<file path="config.mk">
export PLATFORM = sky130hd
export DESIGN_NAME = commit_trace_buffer_flat
export DESIGN_NICKNAME = d
export VERILOG_FILES = /design/src/rtl/trace_pkg.sv /design/src/rtl/commit_trace_buffer_if.sv /design/src/rtl/trace_fifo.sv /design/src/rtl/commit_trace_buffer.sv /design/src/flat_wrapper.sv
export SDC_FILE = /design/constraint.sdc
export NUM_CORES = 1
export LEC_CHECK = 0
export CAP_MARGIN = 20
export CELL_PAD_IN_SITES_DETAIL_PLACEMENT = 0
export CELL_PAD_IN_SITES_GLOBAL_PLACEMENT = 1
export CORE_UTILIZATION = 51
export CTS_BUF_LIST = sky130_fd_sc_hd__clkbuf_8
export DETAILED_ROUTE_END_ITERATION = 6
export HOLD_SLACK_MARGIN = 0.03
export PLACE_DENSITY = 0.81
export SYNTH_ARGS = -nofsm -noshare
export SYNTH_HDL_FRONTEND = slang
export SYNTH_HIERARCHICAL = 1
export SYNTH_SLANG_ARGS = --single-unit
</file>
<file path="constraint.sdc">
create_clock -name clk -period 13.45 [get_ports clk]
set_input_delay 2.69 -clock clk [delete_from_list [all_inputs] [get_ports clk]]
set_output_delay 2.69 -clock clk [all_outputs]
set_load 0.01 [all_outputs]
</file>
<file path="src/rtl/trace_pkg.sv">
// trace_pkg: state encoding, EBREAK opcode and record layout for commit_trace_buffer.
// The record widens to carry a timestamp when TRACE_TIMESTAMP_EN is defined.
package trace_pkg;
  typedef logic [1:0] state_t;
  localparam state_t IDLE    = 2'd0;
  localparam state_t CAPTURE = 2'd1;
  localparam state_t STOPPED = 2'd2;
  localparam logic [31:0] RV_EBREAK = 32'h00100073;
  localparam int OFF_RW    = 0;
  localparam int OFF_ALU   = 1;
  localparam int OFF_INSTR = 33;
  localparam int OFF_PC    = 65;
  localparam int OFF_TS    = 97;
`ifdef TRACE_TIMESTAMP_EN
  localparam int TRACE_REC_W = 129;
`else
  localparam int TRACE_REC_W = 97;
`endif
endpackage

</file>
<file path="src/rtl/commit_trace_buffer_if.sv">
// commit_trace_buffer_if: retire observation inputs and the valid/ready drain port.
// out_ts exists only when TRACE_TIMESTAMP_EN is defined.
interface commit_trace_buffer_if;
  logic        retire_valid;
  logic [31:0] pc_in;
  logic [31:0] instr_in;
  logic [31:0] alu_in;
  logic        reg_write_in;
  logic        out_valid;
  logic        out_ready;
  logic [31:0] out_pc;
  logic [31:0] out_instr;
  logic [31:0] out_alu;
  logic        out_reg_write;
`ifdef TRACE_TIMESTAMP_EN
  logic [31:0] out_ts;
  modport slave (input retire_valid, pc_in, instr_in, alu_in, reg_write_in, out_ready,
                 output out_valid, out_pc, out_instr, out_alu, out_reg_write, out_ts);
  modport master (output retire_valid, pc_in, instr_in, alu_in, reg_write_in, out_ready,
                  input out_valid, out_pc, out_instr, out_alu, out_reg_write, out_ts);
`else
  modport slave (input retire_valid, pc_in, instr_in, alu_in, reg_write_in, out_ready,
                 output out_valid, out_pc, out_instr, out_alu, out_reg_write);
  modport master (output retire_valid, pc_in, instr_in, alu_in, reg_write_in, out_ready,
                  input out_valid, out_pc, out_instr, out_alu, out_reg_write);
`endif
endinterface

</file>
<file path="src/rtl/trace_fifo.sv">
// trace_fifo: synchronous FIFO with a registered head; a write becomes visible one edge
// later, and the head register holds the last popped value while empty.
module trace_fifo #(
  parameter int W     = 97,
  parameter int DEPTH = 16
) (
  input  logic                     clk,
  input  logic                     rst_n,
  input  logic                     push_i,
  input  logic                     pop_i,
  input  logic                     flush_i,
  input  logic [W-1:0]             din_i,
  output logic [W-1:0]             dout_o,
  output logic                     valid_o,
  output logic                     full_o,
  output logic                     empty_o,
  output logic [$clog2(DEPTH):0]   level_o
);
  localparam int AW = $clog2(DEPTH);
  logic [W-1:0] mem_q [DEPTH];
  logic [W-1:0] head_q;
  logic [AW:0]  wptr_q, rptr_q, rptr_d;
  logic         valid_q, pop, wr, more;
  always_comb begin
    level_o = wptr_q - rptr_q;
    full_o  = level_o == (AW+1)'(DEPTH);
    empty_o = level_o == '0;
    pop     = pop_i & valid_q;
    wr      = push_i & (~full_o | pop);
    rptr_d  = rptr_q + (AW+1)'(pop);
    more    = wptr_q != rptr_d;
    dout_o  = head_q;
    valid_o = valid_q;
  end
  always_ff @(posedge clk)
    if (wr && !flush_i) mem_q[wptr_q[AW-1:0]] <= din_i;
  // Head is reloaded only from entries written before this edge, giving one cycle of latency.
  always_ff @(posedge clk or negedge rst_n)
    if (!rst_n) begin
      wptr_q  <= '0;
      rptr_q  <= '0;
      valid_q <= 1'b0;
      head_q  <= '0;
    end else if (flush_i) begin
      wptr_q  <= '0;
      rptr_q  <= '0;
      valid_q <= 1'b0;
    end else begin
      wptr_q  <= wptr_q + (AW+1)'(wr);
      rptr_q  <= rptr_d;
      valid_q <= more;
      if (more) head_q <= mem_q[rptr_d[AW-1:0]];
    end
endmodule

</file>
<file path="src/rtl/commit_trace_buffer.sv">
// commit_trace_buffer: captures retired-instruction records into a FIFO under an arm/stop FSM
// and counts overflow drops. TRACE_TIMESTAMP_EN adds a cycle timestamp per record (out_ts).
module commit_trace_buffer import trace_pkg::*; #(
  parameter int DEPTH        = 16,
  parameter int ADDR_W       = $clog2(DEPTH),
  parameter bit STOP_ON_FULL = 1'b0,
  parameter bit EBREAK_STOP  = 1'b1
) (
  input  logic                clk,
  input  logic                reset_n,
  input  logic                arm,
  input  logic                clear,
  commit_trace_buffer_if.slave tr,
  output logic [ADDR_W:0]     level,
  output logic [15:0]         drop_cnt,
  output logic [1:0]          state
);
  state_t state_q, state_d;
  logic [15:0] drop_q;
  logic [TRACE_REC_W-1:0] rec, head;
  logic push, pop, drop, full, empty, ebrk, fill;
`ifdef TRACE_TIMESTAMP_EN
  logic [31:0] ts_q;
  always_ff @(posedge clk or negedge reset_n)
    if (!reset_n) ts_q <= '0;
    else ts_q <= ts_q + 32'd1;
  assign tr.out_ts = head[OFF_TS +: 32];
`endif
  always_comb begin
    rec = '0;
    rec[OFF_PC +: 32]    = tr.pc_in;
    rec[OFF_INSTR +: 32] = tr.instr_in;
    rec[OFF_ALU +: 32]   = tr.alu_in;
    rec[OFF_RW]          = tr.reg_write_in;
`ifdef TRACE_TIMESTAMP_EN
    rec[OFF_TS +: 32]    = ts_q;
`endif
  end
  trace_fifo #(.W(TRACE_REC_W), .DEPTH(DEPTH)) u_fifo (
    .clk(clk), .rst_n(reset_n), .push_i(push), .pop_i(pop), .flush_i(clear),
    .din_i(rec), .dout_o(head), .valid_o(tr.out_valid), .full_o(full),
    .empty_o(empty), .level_o(level)
  );
  assign tr.out_pc        = head[OFF_PC +: 32];
  assign tr.out_instr     = head[OFF_INSTR +: 32];
  assign tr.out_alu       = head[OFF_ALU +: 32];
  assign tr.out_reg_write = head[OFF_RW];
  always_ff @(posedge clk or negedge reset_n)
    if (!reset_n) state_q <= IDLE;
    else state_q <= state_d;
  // Full-stop looks at the occupancy after this edge so the filling push never counts as a drop.
  always_comb begin
    ebrk    = EBREAK_STOP && push && tr.instr_in == RV_EBREAK;
    fill    = STOP_ON_FULL && (full || (level == (ADDR_W+1)'(DEPTH-1) && push && !pop));
    state_d = clear ? IDLE :
              (state_q != CAPTURE && arm) ? CAPTURE :
              (state_q == CAPTURE && (ebrk || fill)) ? STOPPED : state_q;
  end
  always_comb begin
    push     = (state_q == CAPTURE) & tr.retire_valid;
    pop      = tr.out_valid & tr.out_ready;
    drop     = push & full & ~pop & ~clear & ~empty;
    state    = state_q;
    drop_cnt = drop_q;
  end
  always_ff @(posedge clk or negedge reset_n)
    if (!reset_n) drop_q <= '0;
    else if (clear) drop_q <= '0;
    else if (drop && drop_q != 16'hFFFF) drop_q <= drop_q + 16'd1;
endmodule

</file>
<file path="src/flat_wrapper.sv">
// flat-port wrapper written by rule: the top's interface ports become plain ports
module commit_trace_buffer_flat import trace_pkg::*;
#(
  parameter int DEPTH        = 16,
  parameter int ADDR_W       = $clog2(DEPTH),
  parameter bit STOP_ON_FULL = 1'b0,
  parameter bit EBREAK_STOP  = 1'b1
)
  (clk, reset_n, arm, clear, level, drop_cnt, state, tr_retire_valid, tr_pc_in, tr_instr_in, tr_alu_in, tr_reg_write_in, tr_out_ready, tr_out_valid, tr_out_pc, tr_out_instr, tr_out_alu, tr_out_reg_write);
  commit_trace_buffer_if tr_i ();
  input  logic clk;
  input  logic reset_n;
  input  logic arm;
  input  logic clear;
  output logic [ADDR_W:0] level;
  output logic [15:0] drop_cnt;
  output logic [1:0] state;
  input wire logic [$bits(tr_i.retire_valid)-1:0] tr_retire_valid;
  input wire logic [$bits(tr_i.pc_in)-1:0] tr_pc_in;
  input wire logic [$bits(tr_i.instr_in)-1:0] tr_instr_in;
  input wire logic [$bits(tr_i.alu_in)-1:0] tr_alu_in;
  input wire logic [$bits(tr_i.reg_write_in)-1:0] tr_reg_write_in;
  input wire logic [$bits(tr_i.out_ready)-1:0] tr_out_ready;
  output wire logic [$bits(tr_i.out_valid)-1:0] tr_out_valid;
  output wire logic [$bits(tr_i.out_pc)-1:0] tr_out_pc;
  output wire logic [$bits(tr_i.out_instr)-1:0] tr_out_instr;
  output wire logic [$bits(tr_i.out_alu)-1:0] tr_out_alu;
  output wire logic [$bits(tr_i.out_reg_write)-1:0] tr_out_reg_write;
  assign tr_i.retire_valid = tr_retire_valid;
  assign tr_i.pc_in = tr_pc_in;
  assign tr_i.instr_in = tr_instr_in;
  assign tr_i.alu_in = tr_alu_in;
  assign tr_i.reg_write_in = tr_reg_write_in;
  assign tr_i.out_ready = tr_out_ready;
  assign tr_out_valid = tr_i.out_valid;
  assign tr_out_pc = tr_i.out_pc;
  assign tr_out_instr = tr_i.out_instr;
  assign tr_out_alu = tr_i.out_alu;
  assign tr_out_reg_write = tr_i.out_reg_write;
  commit_trace_buffer #(.DEPTH(DEPTH), .ADDR_W(ADDR_W), .STOP_ON_FULL(STOP_ON_FULL), .EBREAK_STOP(EBREAK_STOP)) u_core (.clk(clk), .reset_n(reset_n), .arm(arm), .clear(clear), .tr(tr_i), .level(level), .drop_cnt(drop_cnt), .state(state));
endmodule
</file>
==> results of run 1 <==
## routing by layer
metal  GRT usage  wire length [um]  up-vias
met4      0.0683              2940       14
met5           0                93        -
met1       0.322             62000    17037
met3      0.0479             10500      216
met2       0.368             71300     1256
li1            -                 -    13379
## power groups by stage
| stage | clock, mW | combinational [mW] | sequential, mW |
|---|---|---|---|
| 3_5_place_dp | 0 | 0.584 | 6.05 |
| 6_report | 4.05 | 0.577 | 5.94 |
| 2_1_floorplan | 0 | 0.150 | 6.04 |
| 5_1_grt | 4.38 | 0.613 | 5.95 |
| 3_3_place_gp | 0 | 0.571 | 6.05 |
| 4_1_cts | 4.15 | 0.585 | 5.94 |
## layout make-up
type	instances	area share
Antenna cell	3	0.000101
Clock buffer	313	0.0579
Clock inverter	169	0.00972
Inverter	11	0.000555
Multi-Input combinational cell	1172	0.197
Sequential cell	1678	0.669
Tap cell	1650	0.0278
Timing Repair Buffer	284	0.0382
## logic make-up (layout without fill, tap and decap cells)
group                    count (synthesis)  count (layout)  share of synthesized area
AO/OA/AOI/OAI                          223             223                     0.0304
flip-flops                            1678            1678                      0.765
other                                    0               3                          0
buffers and inverters                  186             777                     0.0142
AND/OR/NAND/NOR                        430             430                     0.0341
adder cells (fa/ha/maj)                 10              10                    0.00204
multiplexers                           495             495                      0.153
XOR/XNOR                                14              14                    0.00200
## worst max-delay path by stage
stage | from | end | slack (ps) | cells past startpoint
floorplan | tr_out_ready | u_core/u_fifo/mem_q[0][0]$_DFFE_PP_ | -670 | 6
global placement | tr_out_ready | u_core/u_fifo/dout_o[7]$_DFFE_PN0P_ | 5880 | 13
detailed placement | tr_out_ready | u_core/u_fifo/dout_o[81]$_DFFE_PN0P_ | 5890 | 13
CTS | tr_out_ready | u_core/u_fifo/dout_o[11]$_DFFE_PN0P_ | 6910 | 13
global route | tr_out_ready | u_core/u_fifo/dout_o[12]$_DFFE_PN0P_ | 6600 | 13
finish | tr_out_ready | u_core/u_fifo/dout_o[11]$_DFFE_PN0P_ | 6930 | 13
## flip-flops by register name, summed over array words and instances (netlist names)
register               cells
u_core/u_fifo/wptr_q       5
u_core/drop_cnt           16
u_core/u_fifo/dout_o      97
u_core/u_fifo/rptr_q       5
u_core/u_fifo/valid_o      1
u_core/u_fifo/mem_q     1552
u_core/state               2
## placed cells by master (no fill, tap or decap), types with 8 or more instances in the layout
cell | Yosys | layout
a211oi_1 | 10 | 10
a211oi_2 | 89 | 89
a21oi_1 | 8 | 8
a31oi_1 | 98 | 98
and2_1 | 99 | 99
buf_12 | 0 | 12
buf_4 | 4 | 48
clkbuf_8 | 0 | 313
clkdlybuf4s50_1 | 0 | 222
clkinv_1 | 0 | 27
clkinv_2 | 0 | 13
dfrtp_1 | 126 | 126
edfxtp_1 | 1552 | 1552
inv_1 | 11 | 133
mux2_2 | 106 | 106
mux4_2 | 388 | 388
nand2_1 | 212 | 212
nand3_1 | 11 | 11
nor2_1 | 24 | 24
nor2b_1 | 20 | 20
nor4_1 | 10 | 10
nor4b_2 | 0 | 8
nor4bb_4 | 0 | 8
## worst max-delay path, delay by kind of cell
kind                       cells  cell delay [ps]
AOI/OAI and AO/OA              2              250
adders and majority gates      1              820
and+or+nand+nor                3              490
muxes                          2              890
buffers and inverters          5             2060
## per-stage QoR
step	hold slack, ps	util	instances	worst slack, ps
2_1_floorplan	523	-	3036	-668
3_3_place_gp	486	0.550	4794	5880
3_5_place_dp	493	0.550	4795	5890
4_1_cts	507	0.590	5277	6910
5_1_grt	525	0.590	5279	6600
6_report	506	0.590	5280	6930
==> results.yml, run 1 <==
logic_synthesis:
  synth_top_area_frac: 0.716
  synth_ff_type: "edfxtp_1"
  synth_warnings: 6
  syn_nets: 3149
  yosys-top-cells-area: "edfxtp_1 72%, mux4_2 13%, dfrtp_1 4.8%"
  yosysSeqAreaShare: 0.765
  avgSynthCellArea_um2: 21.4
  syn_area_um2: 65100
  yosysMostFrequentCell: "edfxtp_1"
  async_reset_ff_frac: 0.0751
  yosys.area.top_type: "edfxtp_1"
  synthCells: 3036
  synthDistinctLibCells: 54
  synth-edff-count: 1552
  synth_common_cells: "1552 x edfxtp_1, 388 x mux4_2, 212 x nand2_1"
  ys_ff_latch: 1678
worst_setup_path:
  reg2reg_depth: 12
  timing.rr.end: "u_core/u_fifo/mem_q[8][25]$_DFFE_PP_"
  path_cells: "clkdlybuf4s50_1 -> nand2_1 -> inv_1 -> nand2_1 -> inv_1 -> ha_4 -> buf_12 -> buf_4 -> mux4_2 -> and2_1 -> a211oi_2 -> a31oi_1 -> mux2_2"
  regToRegStartpoint: "u_core/u_fifo/wptr_q[0]$_DFF_PN0_"
  arrival_ps: 7320
  path_max_fanout: 101
  cpMaxStageDelayCell: "ha_4"
  max_stage_delay_ps: 820
  crit_type: "primary input to flip-flop"
  critPathRequiredTime_ps: 14260
  startpoint_type: "primary input"
  cp-end-kind: "flip-flop"
  r2r_slack_ps: 8090
sta:
  finalHoldViolations: 0
  slew_headroom: 0.243
  period_minus_slack_ps: 6520
  final_min_period_over_clock_period: 0.485
  rsz0062_at_grt: "false"
  setup_tns_ps: 0
  slew_viol_final: 0
  fin_skew_ps: 53.3
  worst_pin_slew_ps: 1140
  setup_viol: 0
  max_freq_mhz: 153
pwr:
  intPower_mw: 8.30
  p_sw_frac: 0.215
  vdd.ir_drop.worst_mv: 0.110
  totalPowerFinal_mw: 10.6
  power.share.sequential: 0.562
  p_leak_nw: 23.7
  clkPwrFrac: 0.383
  powerDensity_nw_per_um2: 142
  p_switching_mw: 2.27
  combPwrFrac: 0.055
routing:
  vias_per_cell: 6.04
  drcViolationCount: 0
  final_antenna_net_count: 0
  vias: 31902
  wl_per_cell_um: 27.8
  firstDrtPassIters: 5
  first_iter_violations: 2955
  wl_um: 147000
grt:
  grt_pass1_vias: 32932
  grt_max_degree: 144
  overflow: 0
  antenna_found_initial: 13
  grt_first_pass_wirelength_um: 216000
  grt_usage: 0.230
clocking:
  clockBufferDepth: 4
  cts_resized: 0
  cts_tree: "built"
  htree_levels: 5
  clkSinkCount: 1678
  postCtsHoldBufs: 0
  root_buffer: "clkbuf_8"
  numCtsBuffers: 284
  clkTransAtPathRegs_ps: 50
  clkLatencyLatePin_ps: 970
  post-cts-setup-buffers: 0
min_path:
  hold_depth: 1
  hold_start: "u_core/u_fifo/dout_o[61]$_DFFE_PN0P_"
  holdCritPathClass: "flip-flop to flip-flop"
  whs_endpoint: "u_core/u_fifo/dout_o[61]$_DFFE_PN0P_"
floorplanning:
  start_util: 0.516
  die_h_um: 359
  die_area_um2: 129000
  row_count: 130
  core_area_um2: 126000
  pin_count: 224
  die_x_um: 359
job:
  drv_cap: 0
placement:
  place.gp.congestion: 0.763
  placedInstanceArea_um2: 69400
  hpwl_um: 70400
  portBuffers: 223
cells_and_area:
  layout.nets: 3544
  fill_cells: 8911
  regArea_um2: 49800
  multi_input_area_um2: 14600
  area_growth_pct: 14.3
  drive_gt1_frac: 0.277
  post-route-cell-area_um2: 74400
status:
  status: "finished, final reports clean"
(Power assumes the default switching activity.)
==> run 2, diff against run 1 <==
--- a/config.mk
+++ b/config.mk
@@ -8,11 +8,11 @@
 export CAP_MARGIN = 20
 export CELL_PAD_IN_SITES_DETAIL_PLACEMENT = 0
 export CELL_PAD_IN_SITES_GLOBAL_PLACEMENT = 1
-export CORE_UTILIZATION = 51
+export CORE_UTILIZATION = 56
 export CTS_BUF_LIST = sky130_fd_sc_hd__clkbuf_8
 export DETAILED_ROUTE_END_ITERATION = 6
 export HOLD_SLACK_MARGIN = 0.03
-export PLACE_DENSITY = 0.81
+export PLACE_DENSITY = 0.85
 export SYNTH_ARGS = -nofsm -noshare
 export SYNTH_HDL_FRONTEND = slang
 export SYNTH_HIERARCHICAL = 1
==> constraint.sdc (replaced) <==
create_clock -name clk -period 6.6 [get_ports clk]
set_input_delay 1.32 -clock clk [delete_from_list [all_inputs] [get_ports clk]]
set_output_delay 1.32 -clock clk [all_outputs]
set_load 0.01 [all_outputs]
==> results.yml, run 2 (synthesis results as in run 1) <==
floorplanning:
  die_h_um: 343
  start_util: 0.567
  die_area_um2: 118000
  die_x_um: 343
  pin_count: 224
  core_area_um2: 115000
  row_count: 124
sta:
  setup_ws_ps: 1620
  worst_pin_slew_ps: 1110
  setup_tns_ps: 0
  setup_viol: 0
  rsz0062_at_grt: "false"
  slew_headroom: 0.259
  finalHoldViolations: 0
  fin_skew_ps: 60.1
  max_freq_mhz: 201
  slew_viol_final: 0
  period_minus_slack_ps: 4980
  holdWs_ps: 340
  final_min_period_over_clock_period: 0.754
routing:
  drcViolationCount: 0
  wl_um: 147000
  vias_per_cell: 6.24
  firstDrtPassIters: 7
  vias: 32276
  wl_per_cell_um: 28.4
  first_iter_violations: 3262
  final_antenna_net_count: 0
cells_and_area:
  layout.nets: 3561
  post-route-cell-area_um2: 74800
  final_cell_count_no_fill: 5173
  mostFrequentLayoutCells: "1552 x edfxtp_1, 388 x mux4_2, 308 x clkbuf_8"
  layout_commonest_cell: "edfxtp_1"
  largest_register_ffs: 1552
  area_growth_pct: 15.0
  drive_gt1_frac: 0.283
  fill_cells: 7247
  multi_input_area_um2: 14700
  regArea_um2: 49800
  fin_util: 0.652
grt:
  grt_first_pass_wirelength_um: 216000
  grt_max_degree: 144
  antenna_found_initial: 23
  overflow: 0
  grt_usage: 0.255
  grt_pass1_vias: 33966
clocking:
  clkTransAtPathRegs_ps: 60
  htree_levels: 5
  postCtsHoldBufs: 0
  cts_resized: 0
  numCtsBuffers: 278
  clkSinkCount: 1678
  root_buffer: "clkbuf_8"
  cts_tree: "built"
  post-cts-setup-buffers: 0
  clockBufferDepth: 4
  clkLatencyLatePin_ps: 950
placement:
  hpwl_um: 74700
  placed_cells: 4680
  place.gp.congestion: 0.758
  portBuffers: 223
  placedInstanceArea_um2: 69700
  dp_slack_ps: 1270
worst_setup_path:
  startpoint_type: "flip-flop"
  crit_type: "flip-flop to primary output"
  cp-end-kind: "primary output"
  path_max_fanout: 4
  critPathRequiredTime_ps: 5280
  arrival_ps: 3660
min_path:
  holdCritPathClass: "primary input to asynchronous set/reset pin"
pwr:
  powerDensity_nw_per_um2: 289
  totalPowerFinal_mw: 21.6
  vdd.ir_drop.worst_mv: 0.193
  p_leak_nw: 23.9
job:
  drv_cap: 0
status:
  status: "finished, final reports clean"
[run 2: changes by cell type in the layout (fill, tap and decap cells not counted), moves of 3 or more]
cell / delta
buf_12: +23
inv_1: -12
clkinv_1: +8
diode_2: +8
nor4b_2: -8
nor4b_4: +8
clkbuf_8: -5
inv_6: +5
bufinv_16: +3
[run 2: final cells by class]
class                   count  area share
diodes                     11    0.000368
well taps                1512      0.0253
repair buffers            307      0.0442
clock inverters           174      0.0115
flip-flops and latches   1678       0.665
inverters                  11    0.000552
multi-input cells        1172       0.197
clock buffers             308      0.0566
[run 2: path summary, 6_finish.rpt]
kind | from | endpoint | slack (ps) | depth (start not counted)
max reg2reg | u_core/u_fifo/valid_o$_DFF_PN0_ | u_core/u_fifo/dout_o[30]$_DFFE_PN0P_ | 2410 | 13
min in group clk | u_core/u_fifo/dout_o[7]$_DFFE_PN0P_ | u_core/u_fifo/dout_o[7]$_DFFE_PN0P_ | 510 | 1
max | u_core/u_fifo/wptr_q[0]$_DFF_PN0_ | level[4] | 1620 | 8
max in group asynchronous | reset_n | u_core/u_fifo/wptr_q[0]$_DFF_PN0_ | 4850 | 2
min reg2reg | u_core/u_fifo/dout_o[7]$_DFFE_PN0P_ | u_core/u_fifo/dout_o[7]$_DFFE_PN0P_ | 510 | 1
min | reset_n | u_core/u_fifo/dout_o[50]$_DFFE_PN0P_ | 340 | 1
[run 2: worst max-delay path, cell delays in order, from the launching register on]
cell and delay (ps):
dfrtp_1 430, inv_1 100, ha_1 170, inv_1 60, fa_1 410, a21o_1 210, a21oi_1 190, xor2_1 410
clkdlybuf4s50_1 770
[run 2: power breakdown]
part / total (mW) / internal [mW] / leakage (nW) / switching [mW]
Combinational: 1.17 / 0.652 / 5.38 / 0.517
Clock: 8.34 / 4.46 / 3.01 / 3.88
Sequential: 12.1 / 11.9 / 15.5 / 0.228
[run 2: per-layer routing]
| metal | GRT usage | part of all wire | wire length (um) |
|---|---|---|---|
| met5 | 0 | 0.0010 | 151 |
| met1 | 0.343 | 0.39 | 56800 |
| met4 | 0.0935 | 0.024 | 3490 |
| met2 | 0.409 | 0.50 | 73000 |
| met3 | 0.0632 | 0.092 | 13500 |
